--- src/rtl/iomem_copy_initiator_if.sv ---
// iomem valid/ready bus bundle shared by a bus initiator and a memory responder.
//   iomem_valid : request valid (initiator -> responder)
//   iomem_ready : request completion, may be combinational on valid
//   iomem_wstrb : 4'hF write, 4'h0 read
//   iomem_addr  : word-aligned byte address
//   iomem_wdata : write data
//   iomem_rdata : read data, valid in the handshake cycle
interface iomem_copy_initiator_if;
  logic        iomem_valid;
  logic        iomem_ready;
  logic [3:0]  iomem_wstrb;
  logic [31:0] iomem_addr;
  logic [31:0] iomem_wdata;
  logic [31:0] iomem_rdata;

  modport master (
    output iomem_valid, iomem_wstrb, iomem_addr, iomem_wdata,
    input  iomem_ready, iomem_rdata
  );

  modport slave (
    input  iomem_valid, iomem_wstrb, iomem_addr, iomem_wdata,
    output iomem_ready, iomem_rdata
  );
endinterface

--- src/rtl/iomem_copy_initiator.sv ---
// Word copy engine mastering the iomem bus: read word i from src, write it to
// dst, repeat for len words, with a one-cycle valid-low gap after every
// handshake. Optional per-request ready timeout aborts with a sticky error.
//   clk_i, rst_i       : clock, asynchronous active-high reset
//   start_i            : start pulse (ignored while busy_o)
//   src_addr_i         : source byte address (bits [1:0] forced 0)
//   dst_addr_i         : destination byte address (bits [1:0] forced 0)
//   len_words_i        : word count
//   abort_i            : stop after the current write handshake
//   busy_o             : transfer in progress
//   done_o             : one-cycle pulse at transfer end
//   err_o              : sticky timeout flag, cleared by next accepted start
//   words_done_o       : words written so far
//   bus                : iomem master port
module iomem_copy_initiator #(
  parameter int unsigned LEN_W          = 16,
  parameter int unsigned TIMEOUT_CYCLES = 1024
) (
  input  logic                  clk_i,
  input  logic                  rst_i,
  input  logic                  start_i,
  input  logic [31:0]           src_addr_i,
  input  logic [31:0]           dst_addr_i,
  input  logic [LEN_W-1:0]      len_words_i,
  input  logic                  abort_i,
  output logic                  busy_o,
  output logic                  done_o,
  output logic                  err_o,
  output logic [LEN_W-1:0]      words_done_o,
  iomem_copy_initiator_if.master bus
);

  localparam int unsigned TO_W    = (TIMEOUT_CYCLES > 1) ? $clog2(TIMEOUT_CYCLES) : 1;
  localparam int unsigned TO_LAST = (TIMEOUT_CYCLES == 0) ? 0 : TIMEOUT_CYCLES - 1;

  typedef enum logic [2:0] {
    S_IDLE, S_RD, S_GAP_W, S_WR, S_GAP_R, S_FIN
  } state_t;

  state_t           r_state, w_state_d;
  logic             r_valid, w_valid_d;
  logic [3:0]       r_wstrb, w_wstrb_d;
  logic [31:0]      r_addr,  w_addr_d;
  logic [31:0]      r_wdata, w_wdata_d;
  logic             r_busy,  w_busy_d;
  logic             r_done,  w_done_d;
  logic             r_err,   w_err_d;
  logic [LEN_W-1:0] r_words, w_words_d;
  logic [LEN_W-1:0] r_len,   w_len_d;
  logic [31:0]      r_src,   w_src_d;
  logic [31:0]      r_dst,   w_dst_d;
  logic             r_abort, w_abort_d;
  logic [TO_W-1:0]  r_tcnt,  w_tcnt_d;

  logic             w_hs;
  logic             w_to;
  logic [LEN_W-1:0] w_words_inc;

  assign w_hs        = r_valid & bus.iomem_ready;
  assign w_to        = (TIMEOUT_CYCLES != 0) && r_valid && !bus.iomem_ready &&
                       (r_tcnt == TO_W'(TO_LAST));
  assign w_words_inc = r_words + LEN_W'(1);

  // State and output registers
  always_ff @(posedge clk_i or posedge rst_i) begin
    if (rst_i) begin
      r_state <= S_IDLE;
      r_valid <= 1'b0;
      r_wstrb <= 4'h0;
      r_addr  <= 32'h0;
      r_wdata <= 32'h0;
      r_busy  <= 1'b0;
      r_done  <= 1'b0;
      r_err   <= 1'b0;
      r_words <= '0;
      r_len   <= '0;
      r_src   <= 32'h0;
      r_dst   <= 32'h0;
      r_abort <= 1'b0;
      r_tcnt  <= '0;
    end else begin
      r_state <= w_state_d;
      r_valid <= w_valid_d;
      r_wstrb <= w_wstrb_d;
      r_addr  <= w_addr_d;
      r_wdata <= w_wdata_d;
      r_busy  <= w_busy_d;
      r_done  <= w_done_d;
      r_err   <= w_err_d;
      r_words <= w_words_d;
      r_len   <= w_len_d;
      r_src   <= w_src_d;
      r_dst   <= w_dst_d;
      r_abort <= w_abort_d;
      r_tcnt  <= w_tcnt_d;
    end
  end

  // Next-state and next-output logic; bus outputs change only on state transitions
  always_comb begin
    w_state_d = r_state;
    w_valid_d = r_valid;
    w_wstrb_d = r_wstrb;
    w_addr_d  = r_addr;
    w_wdata_d = r_wdata;
    w_busy_d  = r_busy;
    w_done_d  = 1'b0;
    w_err_d   = r_err;
    w_words_d = r_words;
    w_len_d   = r_len;
    w_src_d   = r_src;
    w_dst_d   = r_dst;
    w_abort_d = r_abort;
    w_tcnt_d  = r_tcnt;

    // Abort request is remembered until the current write handshake
    if (r_busy && abort_i) w_abort_d = 1'b1;
    // Wait counter runs only while a request is stalled
    if (r_valid && !bus.iomem_ready) w_tcnt_d = r_tcnt + TO_W'(1);

    case (r_state)
      S_IDLE: begin
        if (start_i) begin
          if (len_words_i == '0) begin
            w_done_d = 1'b1;
          end else begin
            w_src_d   = src_addr_i & 32'hFFFF_FFFC;
            w_dst_d   = dst_addr_i & 32'hFFFF_FFFC;
            w_len_d   = len_words_i;
            w_err_d   = 1'b0;
            w_words_d = '0;
            w_abort_d = 1'b0;
            w_busy_d  = 1'b1;
            w_valid_d = 1'b1;
            w_wstrb_d = 4'h0;
            w_addr_d  = src_addr_i & 32'hFFFF_FFFC;
            w_tcnt_d  = '0;
            w_state_d = S_RD;
          end
        end
      end
      S_RD: begin
        if (w_to) begin
          w_valid_d = 1'b0;
          w_err_d   = 1'b1;
          w_busy_d  = 1'b0;
          w_state_d = S_FIN;
        end else if (w_hs) begin
          w_wdata_d = bus.iomem_rdata;
          w_valid_d = 1'b0;
          w_state_d = S_GAP_W;
        end
      end
      S_GAP_W: begin
        w_valid_d = 1'b1;
        w_wstrb_d = 4'hF;
        w_addr_d  = r_dst;
        w_tcnt_d  = '0;
        w_state_d = S_WR;
      end
      S_WR: begin
        if (w_to) begin
          w_valid_d = 1'b0;
          w_wstrb_d = 4'h0;
          w_err_d   = 1'b1;
          w_busy_d  = 1'b0;
          w_state_d = S_FIN;
        end else if (w_hs) begin
          w_words_d = w_words_inc;
          w_src_d   = r_src + 32'd4;
          w_dst_d   = r_dst + 32'd4;
          w_valid_d = 1'b0;
          w_wstrb_d = 4'h0;
          if ((w_words_inc == r_len) || r_abort || abort_i) begin
            w_busy_d  = 1'b0;
            w_state_d = S_FIN;
          end else begin
            w_state_d = S_GAP_R;
          end
        end
      end
      S_GAP_R: begin
        w_valid_d = 1'b1;
        w_wstrb_d = 4'h0;
        w_addr_d  = r_src;
        w_tcnt_d  = '0;
        w_state_d = S_RD;
      end
      S_FIN: begin
        w_done_d  = 1'b1;
        w_state_d = S_IDLE;
      end
      default: w_state_d = S_IDLE;
    endcase
  end

  assign bus.iomem_valid = r_valid;
  assign bus.iomem_wstrb = r_wstrb;
  assign bus.iomem_addr  = r_addr;
  assign bus.iomem_wdata = r_wdata;
  assign busy_o          = r_busy;
  assign done_o          = r_done;
  assign err_o           = r_err;
  assign words_done_o    = r_words;

endmodule

--- src/flat_wrapper.sv ---
// flat-port wrapper written by rule: the top's interface ports become plain ports
module iomem_copy_initiator_flat 
#(
  parameter int unsigned LEN_W          = 16,
  parameter int unsigned TIMEOUT_CYCLES = 1024
)
  (clk_i, rst_i, start_i, src_addr_i, dst_addr_i, len_words_i, abort_i, busy_o, done_o, err_o, words_done_o, bus_iomem_valid, bus_iomem_wstrb, bus_iomem_addr, bus_iomem_wdata, bus_iomem_ready, bus_iomem_rdata);
  iomem_copy_initiator_if bus_i ();
  input  logic clk_i;
  input  logic rst_i;
  input  logic start_i;
  input  logic [31:0] src_addr_i;
  input  logic [31:0] dst_addr_i;
  input  logic [LEN_W-1:0] len_words_i;
  input  logic abort_i;
  output logic busy_o;
  output logic done_o;
  output logic err_o;
  output logic [LEN_W-1:0] words_done_o;
  output wire logic [$bits(bus_i.iomem_valid)-1:0] bus_iomem_valid;
  output wire logic [$bits(bus_i.iomem_wstrb)-1:0] bus_iomem_wstrb;
  output wire logic [$bits(bus_i.iomem_addr)-1:0] bus_iomem_addr;
  output wire logic [$bits(bus_i.iomem_wdata)-1:0] bus_iomem_wdata;
  input wire logic [$bits(bus_i.iomem_ready)-1:0] bus_iomem_ready;
  input wire logic [$bits(bus_i.iomem_rdata)-1:0] bus_iomem_rdata;
  assign bus_iomem_valid = bus_i.iomem_valid;
  assign bus_iomem_wstrb = bus_i.iomem_wstrb;
  assign bus_iomem_addr = bus_i.iomem_addr;
  assign bus_iomem_wdata = bus_i.iomem_wdata;
  assign bus_i.iomem_ready = bus_iomem_ready;
  assign bus_i.iomem_rdata = bus_iomem_rdata;
  iomem_copy_initiator #(.LEN_W(LEN_W), .TIMEOUT_CYCLES(TIMEOUT_CYCLES)) u_core (.clk_i(clk_i), .rst_i(rst_i), .start_i(start_i), .src_addr_i(src_addr_i), .dst_addr_i(dst_addr_i), .len_words_i(len_words_i), .abort_i(abort_i), .busy_o(busy_o), .done_o(done_o), .err_o(err_o), .words_done_o(words_done_o), .bus(bus_i));
endmodule
--- config.mk ---
export PLATFORM = sky130hd
export DESIGN_NAME = iomem_copy_initiator_flat
export DESIGN_NICKNAME = d
export VERILOG_FILES = /design/src/rtl/iomem_copy_initiator_if.sv /design/src/rtl/iomem_copy_initiator.sv /design/src/flat_wrapper.sv
export SDC_FILE = /design/constraint.sdc
export NUM_CORES = 1
export LEC_CHECK = 0
export ABC_CLOCK_PERIOD_IN_PS = 14850
export CAP_MARGIN = 20
export CORE_ASPECT_RATIO = 1.75
export CORE_UTILIZATION = 47
export DETAILED_ROUTE_END_ITERATION = 16
export PLACE_DENSITY = 0.75
export SLEW_MARGIN = 20
export SYNTH_ARGS = -nofsm -noshare
export SYNTH_HDL_FRONTEND = slang
export SYNTH_SLANG_ARGS = --single-unit
--- constraint.sdc ---
create_clock -name clk_i -period 14.85 [get_ports clk_i]
set_clock_uncertainty 0.1 [all_clocks]
set_input_delay 1.485 -clock clk_i [delete_from_list [all_inputs] [get_ports clk_i]]
set_output_delay 1.485 -clock clk_i [all_outputs]
set_load 0.01 [all_outputs]
# == Yosys cells after proc, flatten, opt, wreduce, memory -nomap -nowiden ==
# Index checks and enable logic that the tools add are counted.
# op_classes
addsub,4
shifts,0
eq_ne,17
muxes,54
multipliers,0
reduce_logical,25
div_mod_pow,0
order_cmp,0
bitwise_logic,3
# ops
cell,count
$mux 32,8
$pmux 32 s2,2
$pmux 32 s3,1
$add 32x3->32 const B,2
$mux 16,4
$pmux 16 s2,1
$mux 10,3
$pmux 10 s2,1
$mux 1,18
$mux 3,6
$add 16x1->16 const B,1
$eq 16x16->1,1
$logic_not 16->1,1
$mux 4,4
$pmux 4 s4,1
$reduce_and 4->1,4
$pmux 3 s5,1
$ne 3x1->1 const B,4
$add 10x1->10 const B,1
$eq 10x10->1 const B,1
$reduce_and 3->1,3
$reduce_bool 3->1,3
$eq 3x2->1 const B,2
$eq 3x3->1 const B,2
16 further kinds,28
# totals
memories,0
rom_bits,0
mem_bits_rw,0
ff_bits,182
input_bits,117
out_inout_bits,88
latch_bits,0
elab_cells,117

# == Longest topological paths before layout ==
# Gate-level depths: netlist (run 1).
# depth
ltp_word,8
ltp_mapped,8
mapped_depth_nobuf,7

# == Worst setup path after synthesis (run 1) ==
# Ideal clock, no wire load.
# synth_path
path_type,input -> register
start,input len_words_i[10]
end,register u_core.r_dst[8]
arrival_ns,2.978
cell_stages,8
required_ns,14.622
setup_ns,0.128
setup_slack_ns,11.644
n_path_buf,2
cell_sequence,nor4_1 -> a41oi_1 -> nor4_4 -> nor3b_1 -> clkbuf_1 -> buf_2 -> a21oi_1 -> a21oi_1
# synth_via
elab_chain_cells,3
# synth_lines
item,line,source
start: declaration,flat_wrapper.sv:14,input logic [LEN_W-1:0] len_words_i;
$logic_not 16->1,iomem_copy_initiator.sv:124,if (len_words_i == '0) begin
$ne 2x2->1 (no line),--,
$reduce_and 5->1 (no line),--,
end signal: assignment,iomem_copy_initiator.sv:93,r_dst <= w_dst_d;
end: declaration,iomem_copy_initiator.sv:51,"logic [31:0] r_dst, w_dst_d;"
# No other way between the ends.
# A chain may end at the register's enable or synchronous reset.

# == Worst setup path in the final report (run 1) ==
# layout_path
start,input len_words_i[13]
end,register u_core.r_dst[15]
# The elaborated chain is that of the path after synthesis.

==> summary.md, run 1 <==
| Metric | Value |
|---|---|
| Status | `finished, final reports clean` |
| Warnings, synthesis | `0` |
| Count of flip-flops with a built-in enable after synthesis | `0` |
| Number of antenna violations at the first check in global routing | `0` |
| Max-cap violation count | `0` |
| First-pass GRT wire length | `around 42 mm` |
| Standard cell core area | `19200 um2` |
| Wire per inst | `18.4 um` |
| Half-perimeter wire length of the detailed placement result | `18.0 mm` |
| First DRT Iteration DRCs | `roughly 630` |
| Total Routed Length | `25.9 mm` |
| Worst path cell trace | `clkdlybuf4s50_1, nor4_1, a41oi_1, o311ai_4, buf_4, a21oi_1, nor2_1, a21oi_1` |
| Synthesized area divided by synthesized cell count | `9.21 um2` |
| Setup fix buffers added after clock tree synthesis | `0` |
| CTS Root Buffer Type | `sky130_fd_sc_hd__clkbuf_16` |
| Clk sink count | `174` |
| Worst path most repeated cell | `sky130_fd_sc_hd__a21oi_1` |
| Worst-case clock buffer depth | `2` |
| Global route overflow | `0` |
| IO buf count | `200` |
| Setup TNS | `0 ps` |
| Final estimated routing congestion in global placement | `0.834` |
| Cell type with the largest total area after synthesis | `sky130_fd_sc_hd__dfrtp_1` |
| Startpoint kind of the worst setup timing path | `input port` |
| Area fraction of the dominant cell type after synthesis | `0.471` |
| Main flop type after synthesis | `sky130_fd_sc_hd__dfrtp_1` |
| Worst slew slack as a fraction of its limit | `0.296` |
| Worst Max-Slew Pin Slew | `~1000 ps` |
| Maximum achievable frequency | `between 200 and 250 MHz` |
| Flip-flop and latch count after synthesis | `174` |
| Insertion delay of the later-clocked pin in the worst-skew pair | `430 ps` |
| Number of buffers inserted during clock tree synthesis | `17` |
| Buffers and inverters on the worst path | `2` |
| TritonCTS clock tree | `done` |
| Period Utilization, post-route | `0.295` |
| Family with the most delay on the worst path | `compound AO/OA/AOI/OAI gates` |
| Post-Synthesis Net Count | `1124` |
| Synth-to-Final Area Change | `28.7%` |
| Full die area | `20200 um2` |
| First-pass DRT Iterations | `5` |
| Number of cells upsized or downsized after cts | `0` |
| Minimum hold slack | `about 400 ps` |
| Cell types with the largest area share after synthesis | `sky130_fd_sc_hd__dfrtp_1, sky130_fd_sc_hd__a21oi_1, sky130_fd_sc_hd__mux2_2, sky130_fd_sc_hd__nand2_1, sky130_fd_sc_hd__nor2_1` |
| Crit Path Max Fanout | `39` |
| Required time worst endpoint | `15030 ps` |
| Number of unique standard cell types used by synthesis | `67` |
| Placement Rows | `67` |
| Nets | `1275` |
| Power density over cell area | `202 nW/um2` |
| Global-route usage over all layers | `0.268` |
| Hold Vio Cnt, Final | `0` |
| Peak supply drop | `roughly 0.17 mV` |
| Maximum number of pins on one net before global-route repair | `110` |
| Remaining antenna violation count | `0` |
| Floorplan die width | `~110 um` |
| Number of diodes | `0` |
| Clock-pin slew reported for the worst setup and hold paths after clock tree synthesis | `roughly 60 ps` |
| Starting Density | `0.481` |
| DRC violations left | `0` |
| Hold buffer count at CTS | `0` |
| Slew Limit Fails | `0` |
| Total via count after detailed routing | `8392` |
| RSZ-0062 raised after global routing | `false` |
| Via count of the first global-routing pass | `8342` |
| Cell area after synthesis | `9240 um2` |
| Post-synth ARST share | `1.00` |
| Critical path endpoint category | `flop` |
| Mean number of vias per cell | `just under 6` |
| Max stage delay on crit path | `730 ps` |
| Min Tclk post-route | `4380 ps` |
| Crit-path slowest cell | `sky130_fd_sc_hd__o311ai_4` |
| Most common cell in the netlist | `sky130_fd_sc_hd__dfrtp_1` |
| Min-Delay Path Class | `reg2reg` |
| Static Leakage | `4.64 nW` |
| Post-synthesis instance total | `1003` |
| Final Setup Violations | `0` |
| H-Tree Level Count | `4` |
| Kind of critical path | `in2reg` |
| Share of synthesized area occupied by flip-flops and latches | `0.471` |
| Proportion of layout cells with a drive suffix above 1 | `0.0952` |
| Critical path arrival | `4550 ps` |
| Synth cell count leaders | `sky130_fd_sc_hd__dfrtp_1, sky130_fd_sc_hd__a21oi_1, sky130_fd_sc_hd__nand2_1, sky130_fd_sc_hd__nor2_1, sky130_fd_sc_hd__o21ai_0` |
| Number of ports placed on the die boundary | `205` |
| DIE HEIGHT | `187 um` |
## stage by stage
stage | instances | power (W) | instance area [um2] | utilization | setup WS [ps]
floorplan | 1003 | 0.00156 | 9240 | - | 8550
finish | 1407 | 0.00240 | 11900 | 0.620 | 10480
detailed placement | 1376 | 0.00196 | 11300 | 0.589 | 10040
global placement | 1376 | 0.00193 | 11300 | 0.589 | 10080
global route | 1407 | 0.00258 | 11900 | 0.620 | 10280
CTS | 1407 | 0.00242 | 11900 | 0.620 | 10490
## layout make-up
class                      count  area, um2
inverter                      11       46.3
clock inverter                 7       85.1
timing repair buffer         211       2080
fill                        1656       7300
multi-input combinational    739       4530
sequential                   174       4350
clock buffer                  24        492
tap                          241        302
## flip-flops by register name, indices dropped and copies added, names as in the netlist, 3 cells and up
name,cells
u_core.bus.iomem_addr,31
u_core.r_tcnt,10
u_core.bus.iomem_wdata,32
u_core.r_dst,30
u_core.r_src,30
u_core.r_state,3
u_core.r_len,16
u_core.words_done_o,16
## kinds of logic (layout without fill, tap and decap cells)
group	count (synthesis)	in the layout	share of synthesized area
AND/OR/NAND/NOR	328	328	0.175
AO/OA/AOI/OAI	326	326	0.215
flip-flops	174	174	0.471
buffers and inverters	90	253	0.0414
multiplexers	52	52	0.0628
XOR/XNOR	29	29	0.0290
adder cells (fa/ha/maj)	4	4	0.00542
## path summary, 6_finish.rpt
path	start	endpoint	slack (ps)	cells after the start
max in group asynchronous	rst_i	u_core.r_src[7]	11550	3
min in group asynchronous	rst_i	u_core.words_done_o[10]	1520	2
hold / removal	u_core.bus.iomem_wdata[19]	u_core.bus.iomem_wdata[19]	410	1
hold reg to reg	u_core.bus.iomem_wdata[19]	u_core.bus.iomem_wdata[19]	410	1
setup reg to reg	u_core.r_state[2]	u_core.bus.iomem_addr[15]	12060	8
setup / recovery	len_words_i[13]	u_core.r_dst[15]	10480	8
## routing by layer
| layer | part of all wire | vias to the layer above | global-route usage |
|---|---|---|---|
| li1 | - | 4007 | - |
| met1 | 0.37 | 4079 | 0.303 |
| met2 | 0.55 | 245 | 0.476 |
| met3 | 0.040 | 61 | 0.0502 |
| met4 | 0.035 | 0 | 0.128 |
| met5 | 0 | - | 0 |
## report_power, final
part           internal (W)  switching, W
logic              0.000509      0.000559
clock network      0.000263      0.000183
registers          0.000684      0.000204
total               0.00146      0.000946
## layout by cell type (no fill, tap or decap), drive strengths merged, types with 3 or more instances in the layout
cell type and n:
nor2 88, inv 10, nor3b 5, nor2b 7
nand4 30, a31oi 35, a22oi 30, mux2i 4
o32ai 3, dfrtp 174, o31ai 9, mux2 48
or3 7, xnor2 13, o22ai 28, a21o 4
clkdlybuf4s50 200, o21ai 66, xor2 15, a41o 4
a2bb2oi 11, nand3 33, and3 14, and4 7
nor3 15, a21oi 116, clkbuf 24, nand2 97
nor4 11, or4 3, nand2b 4, buf 11
ha 4, clkinv 6, or2 3
Note: power is estimated with default switching activity, not from simulation.
==> run 2, diff against run 1 <==
--- a/config.mk
+++ b/config.mk
@@ -5,7 +5,7 @@
 export SDC_FILE = /design/constraint.sdc
 export NUM_CORES = 1
 export LEC_CHECK = 0
-export ABC_CLOCK_PERIOD_IN_PS = 14850
+export ABC_CLOCK_PERIOD_IN_PS = 4300
 export CAP_MARGIN = 20
 export CORE_ASPECT_RATIO = 1.75
 export CORE_UTILIZATION = 47
==> constraint.sdc (replaced) <==
create_clock -name clk_i -period 4.3 [get_ports clk_i]
set_clock_uncertainty 0.1 [all_clocks]
set_input_delay 0.43 -clock clk_i [delete_from_list [all_inputs] [get_ports clk_i]]
set_output_delay 0.43 -clock clk_i [all_outputs]
set_load 0.01 [all_outputs]
==> run 2 against run 1 <==
Die area is the same; non-clock buffer count increased by 9; design area is 0.73% higher; highest routed layer unchanged; sequential share of layout area decreased by 0.26 points; critical endpoint is now u_core.r_src[18]; worst hold slack got worse by 140 ps; wire length rose by 1.8%; first-iteration DRC count decreased by 9.7%; clock power rose to 3.5 times the previous value; via count up 0.91%; register-to-register slack lost 11000 ps; largest power group unchanged.
==> summary.md, run 2 (synthesized netlist as in run 1, its figures left out) <==
| Metric | Value |
|---|---|
| Number of diodes | `0 (unchanged)` |
| Floorplan die width | `108 um (unchanged)` |
| First-pass GRT wire length | `42.3 mm (about the same)` |
| Final instance count without filler cells | `1417 (+0.71%)` |
| Required time worst endpoint | `4470 ps (-10560 ps)` |
| Area taken by multi-input logic gates | `4530 um2 (about the same)` |
| Total instance count after detailed placement | `1384 (+0.58%)` |
| Starting Density | `0.481 (unchanged)` |
| Maximum achievable frequency | `roughly 340 MHz` |
| Worst slew slack as a fraction of its limit | `0.304 (+0.00814)` |
| First DRT Iteration DRCs | `570 (-9.7%)` |
| Kind of critical path | `in2reg` |
| Setup ws final | `1320 ps (-9160 ps)` |
| Maximum number of pins on one net before global-route repair | `110 (unchanged)` |
| Half-perimeter wire length of the detailed placement result | `18.4 mm (+2.1%)` |
| Number of antenna violations at the first check in global routing | `0 (unchanged)` |
| Most common cell after layout, fill and taps aside | `sky130_fd_sc_hd__clkdlybuf4s50_1` |
| Placement Rows | `67 (unchanged)` |
| CTS Root Buffer Type | `sky130_fd_sc_hd__clkbuf_16` |
| Full die area | `20200 um2 (unchanged)` |
| Static Leakage | `4.67 nW (+0.65%)` |
| Crit Path Max Fanout | `83 (+110%)` |
| Commonest cells after routing, fill and taps aside | `sky130_fd_sc_hd__clkdlybuf4s50_1, sky130_fd_sc_hd__dfrtp_1, sky130_fd_sc_hd__a21oi_1` |
| Worst Max-Slew Pin Slew | `1040 ps (-4.15 ps)` |
| DRC violations left | `0 (unchanged)` |
| Max-cap violation count | `0 (unchanged)` |
| Total via count after detailed routing | `8468 (+0.91%)` |
| Synth-to-Final Area Change | `29.6%` |
| Standard cell core area | `19200 um2 (unchanged)` |
| Remaining antenna violation count | `0 (unchanged)` |
| Min-Delay Path Class | `in2async` |
| Peak supply drop | `0.457 mV (+170%)` |
| Hold buffer count at CTS | `0 (unchanged)` |
| First-pass DRT Iterations | `5 (unchanged)` |
| DIE HEIGHT | `187 um (unchanged)` |
| Combined flip-flop and latch cell area | `4350 um2 (unchanged)` |
| Hold Vio Cnt, Final | `0 (unchanged)` |
| IO buf count | `200 (unchanged)` |
| Min Tclk post-route | `2980 ps` |
| Clk sink count | `174 (unchanged)` |
| Number of cells upsized or downsized after cts | `0 (unchanged)` |
| Final Setup Violations | `0 (unchanged)` |
| Status | `finished, final reports clean` |
| Final estimated routing congestion in global placement | `0.844 (+1.2%)` |
| Count of filler cells inserted in the layout | `1627 (-1.8%)` |
| Setup fix buffers added after clock tree synthesis | `0 (unchanged)` |
| Critical path endpoint category | `flop` |
| Worst reg2reg path startpoint | `u_core.r_state[2]` |
| Wire per inst | `18.6 um (+1.1%)` |
| TritonCTS clock tree | `done` |
| Startpoint kind of the worst setup timing path | `input port` |
| Insertion delay of the later-clocked pin in the worst-skew pair | `440 ps (about the same)` |
| Number of ports placed on the die boundary | `205 (unchanged)` |
| Total Routed Length | `26.4 mm (+1.8%)` |
| Critical path arrival | `3160 ps (-1390 ps)` |
| Worst setup path startpoint | `len_words_i[13]` |
| Slew Limit Fails | `0 (unchanged)` |
| Mean number of vias per cell | `5.98 (+0.19%)` |
| Nets | `1284 (+0.71%)` |
| Global-route usage over all layers | `0.269 (+0.000350)` |
| H-Tree Level Count | `4 (unchanged)` |
| Proportion of layout cells with a drive suffix above 1 | `0.0986 (+0.00344)` |
| Power density over cell area | `698 nW/um2 (+250%)` |
| Worst Setup Slack post-DPL | `880 ps (-9160 ps)` |
| Setup TNS | `0 ps (unchanged)` |
| RSZ-0062 raised after global routing | `false` |
| Worst-case clock buffer depth | `2 (unchanged)` |
| Period Utilization, post-route | `0.694` |
| Number of buffers inserted during clock tree synthesis | `17 (unchanged)` |
| Flip-flop count of the largest register after layout | `32 (unchanged)` |
| Via count of the first global-routing pass | `8309 (-0.40%)` |
| Global route overflow | `0 (unchanged)` |
| Clock-pin slew reported for the worst setup and hold paths after clock tree synthesis | `60 ps (about the same)` |
| Minimum hold slack | `267 ps (-138 ps)` |
run 2: area by class of cell:
| class | instances | area share |
|---|---|---|
| flip-flops and latches | 174 | 0.363 |
| well taps | 241 | 0.0252 |
| clock inverters | 7 | 0.00940 |
| clock buffers | 25 | 0.0380 |
| inverters | 11 | 0.00376 |
| repair buffers | 220 | 0.182 |
| multi-input cells | 739 | 0.378 |
run 2: power breakdown:
group / switching [W] / total, W / leakage (nW) / internal [W]
combinational: 0.00195 / 0.00373 / 2.34 / 0.00178
sequential: 0.000713 / 0.00308 / 2.06 / 0.00236
clock: 0.000640 / 0.00155 / 0.273 / 0.000912
total: 0.00330 / 0.00836 / 4.67 / 0.00506
run 2: path summary, 6_finish.rpt:
path	end	slack (ps)	cells past startpoint
max in group asynchronous	u_core.r_dst[21]	3060	3
worst max-delay path	u_core.r_src[18]	1320	8
worst min-delay path	u_core.r_tcnt[5]	270	2
worst max register to register	u_core.bus.iomem_addr[24]	1450	8
worst min register to register	u_core.bus.iomem_wdata[7]	410	1
min in group clk_i	u_core.bus.iomem_wdata[7]	410	1
run 2: worst max-delay path, cell delays in order:
cell and delay [ps]:
sky130_fd_sc_hd__clkdlybuf4s50_1 450, sky130_fd_sc_hd__nor4_1 640, sky130_fd_sc_hd__a41oi_1 390, sky130_fd_sc_hd__nor4_4 400, sky130_fd_sc_hd__nor3b_2 90, sky130_fd_sc_hd__buf_4 400
sky130_fd_sc_hd__a21oi_1 260, sky130_fd_sc_hd__a21oi_1 60
run 2: metrics by stage:
stage	area, um2	util	power [W]
6_report	12000	0.624	0.00836
5_1_grt	12000	0.624	0.00892
4_1_cts	12000	0.623	0.00838
3_5_place_dp	11400	0.593	0.00681
3_3_place_gp	11400	0.593	0.00668
2_1_floorplan	9240	-	0.00537
run 2: metal layers:
metal / track usage / part of all wire / wire length, um
met5: 0 / 0 / 0
met4: 0.131 / 0.034 / 894
met3: 0.0554 / 0.047 / 1230
met2: 0.475 / 0.55 / 14400
met1: 0.300 / 0.37 / 9860
==> run 3, diff against run 2 <==
--- a/config.mk
+++ b/config.mk
@@ -5,7 +5,7 @@
 export SDC_FILE = /design/constraint.sdc
 export NUM_CORES = 1
 export LEC_CHECK = 0
-export ABC_CLOCK_PERIOD_IN_PS = 4300
+export ABC_CLOCK_PERIOD_IN_PS = 2800
 export CAP_MARGIN = 20
 export CORE_ASPECT_RATIO = 1.75
 export CORE_UTILIZATION = 47
==> constraint.sdc (replaced) <==
create_clock -name clk_i -period 2.8 [get_ports clk_i]
set_clock_uncertainty 0.1 [all_clocks]
set_input_delay 0.28 -clock clk_i [delete_from_list [all_inputs] [get_ports clk_i]]
set_output_delay 0.28 -clock clk_i [all_outputs]
set_load 0.01 [all_outputs]
==> run 3 against run 2 <==
Die area unchanged; clock-buffer cell count decreased by 3; wire length increased by 0.50%; power increased by 56%; worst hold slack improved by 48 ps; sequential power increased by 52%; worst setup slack got worse by 1100 ps; critical path depth unchanged; register-to-register slack got worse by 1200 ps; critical endpoint is now u_core.busy_o; via count increased by 1.6%.
==> summary.md, run 3 (synthesized netlist as in run 1, its figures left out) <==
| Metric | Value |
|---|---|
| Setup fix buffers added after clock tree synthesis | `0 (unchanged)` |
| CTS Root Buffer Type | `sky130_fd_sc_hd__clkbuf_16` |
| Number of antenna violations at the first check in global routing | `0 (unchanged)` |
| Setup TNS | `0 ps (unchanged)` |
| Number of diodes | `0 (unchanged)` |
| Required time worst endpoint | `3010 ps (-1460 ps)` |
| Total Routed Length | `26.5 mm (+0.50%)` |
| Family with the most delay on the worst path | `simple AND/OR/NAND/NOR gates` |
| Half-perimeter wire length of the detailed placement result | `18.8 mm (+2.1%)` |
| Final instance count without filler cells | `1444 (+1.9%)` |
| Crit Path Max Fanout | `6 (-93%)` |
| Worst path cell trace | `ha_1, nand3_2, or3_4, a2111oi_2, nor3_1, nor4_2, buf_4, a21oi_1` |
| Number of cells upsized or downsized after cts | `0 (unchanged)` |
| Most common cell after layout, fill and taps aside | `sky130_fd_sc_hd__clkdlybuf4s50_1` |
| Commonest cells after routing, fill and taps aside | `sky130_fd_sc_hd__clkdlybuf4s50_1, sky130_fd_sc_hd__dfrtp_1, sky130_fd_sc_hd__a21oi_1` |
| Synth-to-Final Area Change | `32.6%` |
| Status | `finished, final reports clean` |
| Startpoint kind of the worst setup timing path | `flop` |
| Kind of critical path | `reg2reg` |
| Worst Max-Slew Pin Slew | `686 ps (-358 ps)` |
| Buffers and inverters on the worst path | `1 (-1)` |
| Sequential Power Share | `0.358 (-0.010)` |
| DRC violations left | `0 (unchanged)` |
| Min Tclk post-route | `around 2600 ps` |
| Placement Rows | `67 (unchanged)` |
| Insertion delay of the later-clocked pin in the worst-skew pair | `430 ps (about the same)` |
| Power share of the combinational group | `0.454 (+0.008)` |
| Minimum hold slack | `315 ps (+47.9 ps)` |
| Remaining antenna violation count | `0 (unchanged)` |
| Standard cell core area | `19200 um2 (unchanged)` |
| Flip-flop count of the largest register after layout | `32 (unchanged)` |
| Total instance count after detailed placement | `1412 (+2.0%)` |
| Static Leakage | `4.83 nW (+3.4%)` |
| Period Utilization, post-route | `0.921` |
| Number of buffers inserted during clock tree synthesis | `17 (unchanged)` |
| Min-Delay Path Class | `in2reg` |
| Maximum achievable frequency | `388 MHz` |
| TritonCTS clock tree | `done` |
| RSZ-0062 raised after global routing | `false` |
| Final Setup Violations | `0 (unchanged)` |
| Max-cap violation count | `0 (unchanged)` |
| Hold Vio Cnt, Final | `0 (unchanged)` |
| Cell depth of the worst hold path | `3` |
| Starting Density | `0.481 (unchanged)` |
| Wire per inst | `18.4 um (-1.4%)` |
| Final estimated routing congestion in global placement | `0.862 (+2.0%)` |
| Worst slew slack as a fraction of its limit | `0.543 (+0.239)` |
| First DRT Iteration DRCs | `528 (-7.4%)` |
| Mean number of vias per cell | `5.96 (-0.28%)` |
| Max stage delay on crit path | `450 ps (-190 ps)` |
| Slew Limit Fails | `0 (unchanged)` |
| Power density over cell area | `1070 nW/um2 (+53%)` |
| Nets | `1312 (+2.2%)` |
| Clock-pin slew reported for the worst setup and hold paths after clock tree synthesis | `70 ps (about the same)` |
| Switching pwr | `0.00512 W (+55%)` |
| Global route overflow | `0 (unchanged)` |
| Floorplan die width | `108 um (unchanged)` |
| Total via count after detailed routing | `8605 (+1.6%)` |
| Worst r2r path cells | `8 (unchanged)` |
| Peak supply drop | `0.602 mV (+32%)` |
| Number of ports placed on the die boundary | `205 (unchanged)` |
| H-Tree Level Count | `4 (unchanged)` |
| First-pass GRT wire length | `42.9 mm (+1.3%)` |
| Critical path arrival | `2790 ps (-370 ps)` |
| First-pass DRT Iterations | `5 (unchanged)` |
| Maximum number of pins on one net before global-route repair | `75 (-32%)` |
| Full die area | `20200 um2 (unchanged)` |
| IO buf count | `200 (unchanged)` |
| Internal Dissipation | `0.00795 W (+57%)` |
| Stages on the worst setup path | `8 (unchanged)` |
| Crit-path slowest cell | `sky130_fd_sc_hd__dfrtp_1` |
| Worst-case clock buffer depth | `2 (unchanged)` |
| Global-route usage over all layers | `0.272 (+0.00298)` |
| Clk sink count | `174 (unchanged)` |
| DIE HEIGHT | `187 um (unchanged)` |
| Clk network pwr share | `0.188 (+0.002)` |
| Critical path endpoint category | `flop` |
| Via count of the first global-routing pass | `8576 (+3.2%)` |
| Switching power share of the total | `0.392 (-0.00314)` |
| Proportion of layout cells with a drive suffix above 1 | `0.122 (+0.0236)` |
[run 3: worst paths after layout]
kind | from | to | slack [ps]
min in group asynchronous | rst_i | u_core.r_tcnt[7] | 560
hold / removal | dst_addr_i[2] | u_core.r_dst[2] | 310
setup reg to reg | u_core.words_done_o[1] | u_core.busy_o | 220
hold reg to reg | u_core.r_abort | u_core.r_abort | 400
setup / recovery | u_core.words_done_o[1] | u_core.busy_o | 220
max in group asynchronous | rst_i | u_core.r_dst[23] | 1170
[run 3: final cells by class]
class	count	area, um2
Clock buffer	22	464
Multi-Input combinational cell	739	4530
Inverter	11	45.0
Timing Repair Buffer	248	2410
Clock inverter	9	135
Sequential cell	174	4350
Fill cell	1613	6950
Tap cell	241	302
[run 3: layer usage]
layer,vias up,wire length (um),global-route usage
met4,0,1180,0.161
met1,4170,9790,0.300
met3,76,1170,0.0408
met5,-,0,0
met2,291,14400,0.481
li1,4068,-,-
[run 3: power groups by stage]
stage               sequential [W]  clock (W)  combinational (W)
global route               0.00484    0.00258            0.00655
finish                     0.00468    0.00246            0.00594
CTS                        0.00465    0.00249            0.00596
floorplan                  0.00461          0            0.00364
global placement           0.00464          0            0.00580
detailed placement         0.00469          0            0.00593
[run 3: worst register-to-register path, stage by stage (launching register included)]
cell and delay, ps:
sky130_fd_sc_hd__dfrtp_1 450, sky130_fd_sc_hd__ha_1 250, sky130_fd_sc_hd__nand3_2 140, sky130_fd_sc_hd__or3_4 440, sky130_fd_sc_hd__a2111oi_2 360, sky130_fd_sc_hd__nor3_1 120
sky130_fd_sc_hd__nor4_2 360, sky130_fd_sc_hd__buf_4 180, sky130_fd_sc_hd__a21oi_1 60
[run 3: per-stage QoR]
stage	total power (W)	cell area, um2	setup WS (ps)	util
after floorplan	0.00825	9240	195	-
after global routing	0.0140	12200	87.7	0.638
final	0.0131	12200	221	0.638
after detailed placement	0.0106	11600	204	0.606
after CTS	0.0131	12200	185	0.638
after global placement	0.0104	11600	216	0.606
[run 3: repair_timing]
item	4_1_cts	5_1_grt
endpoints found under the setup margin	0	0
hold buffers	1	0
hold endpoints to repair	1	0
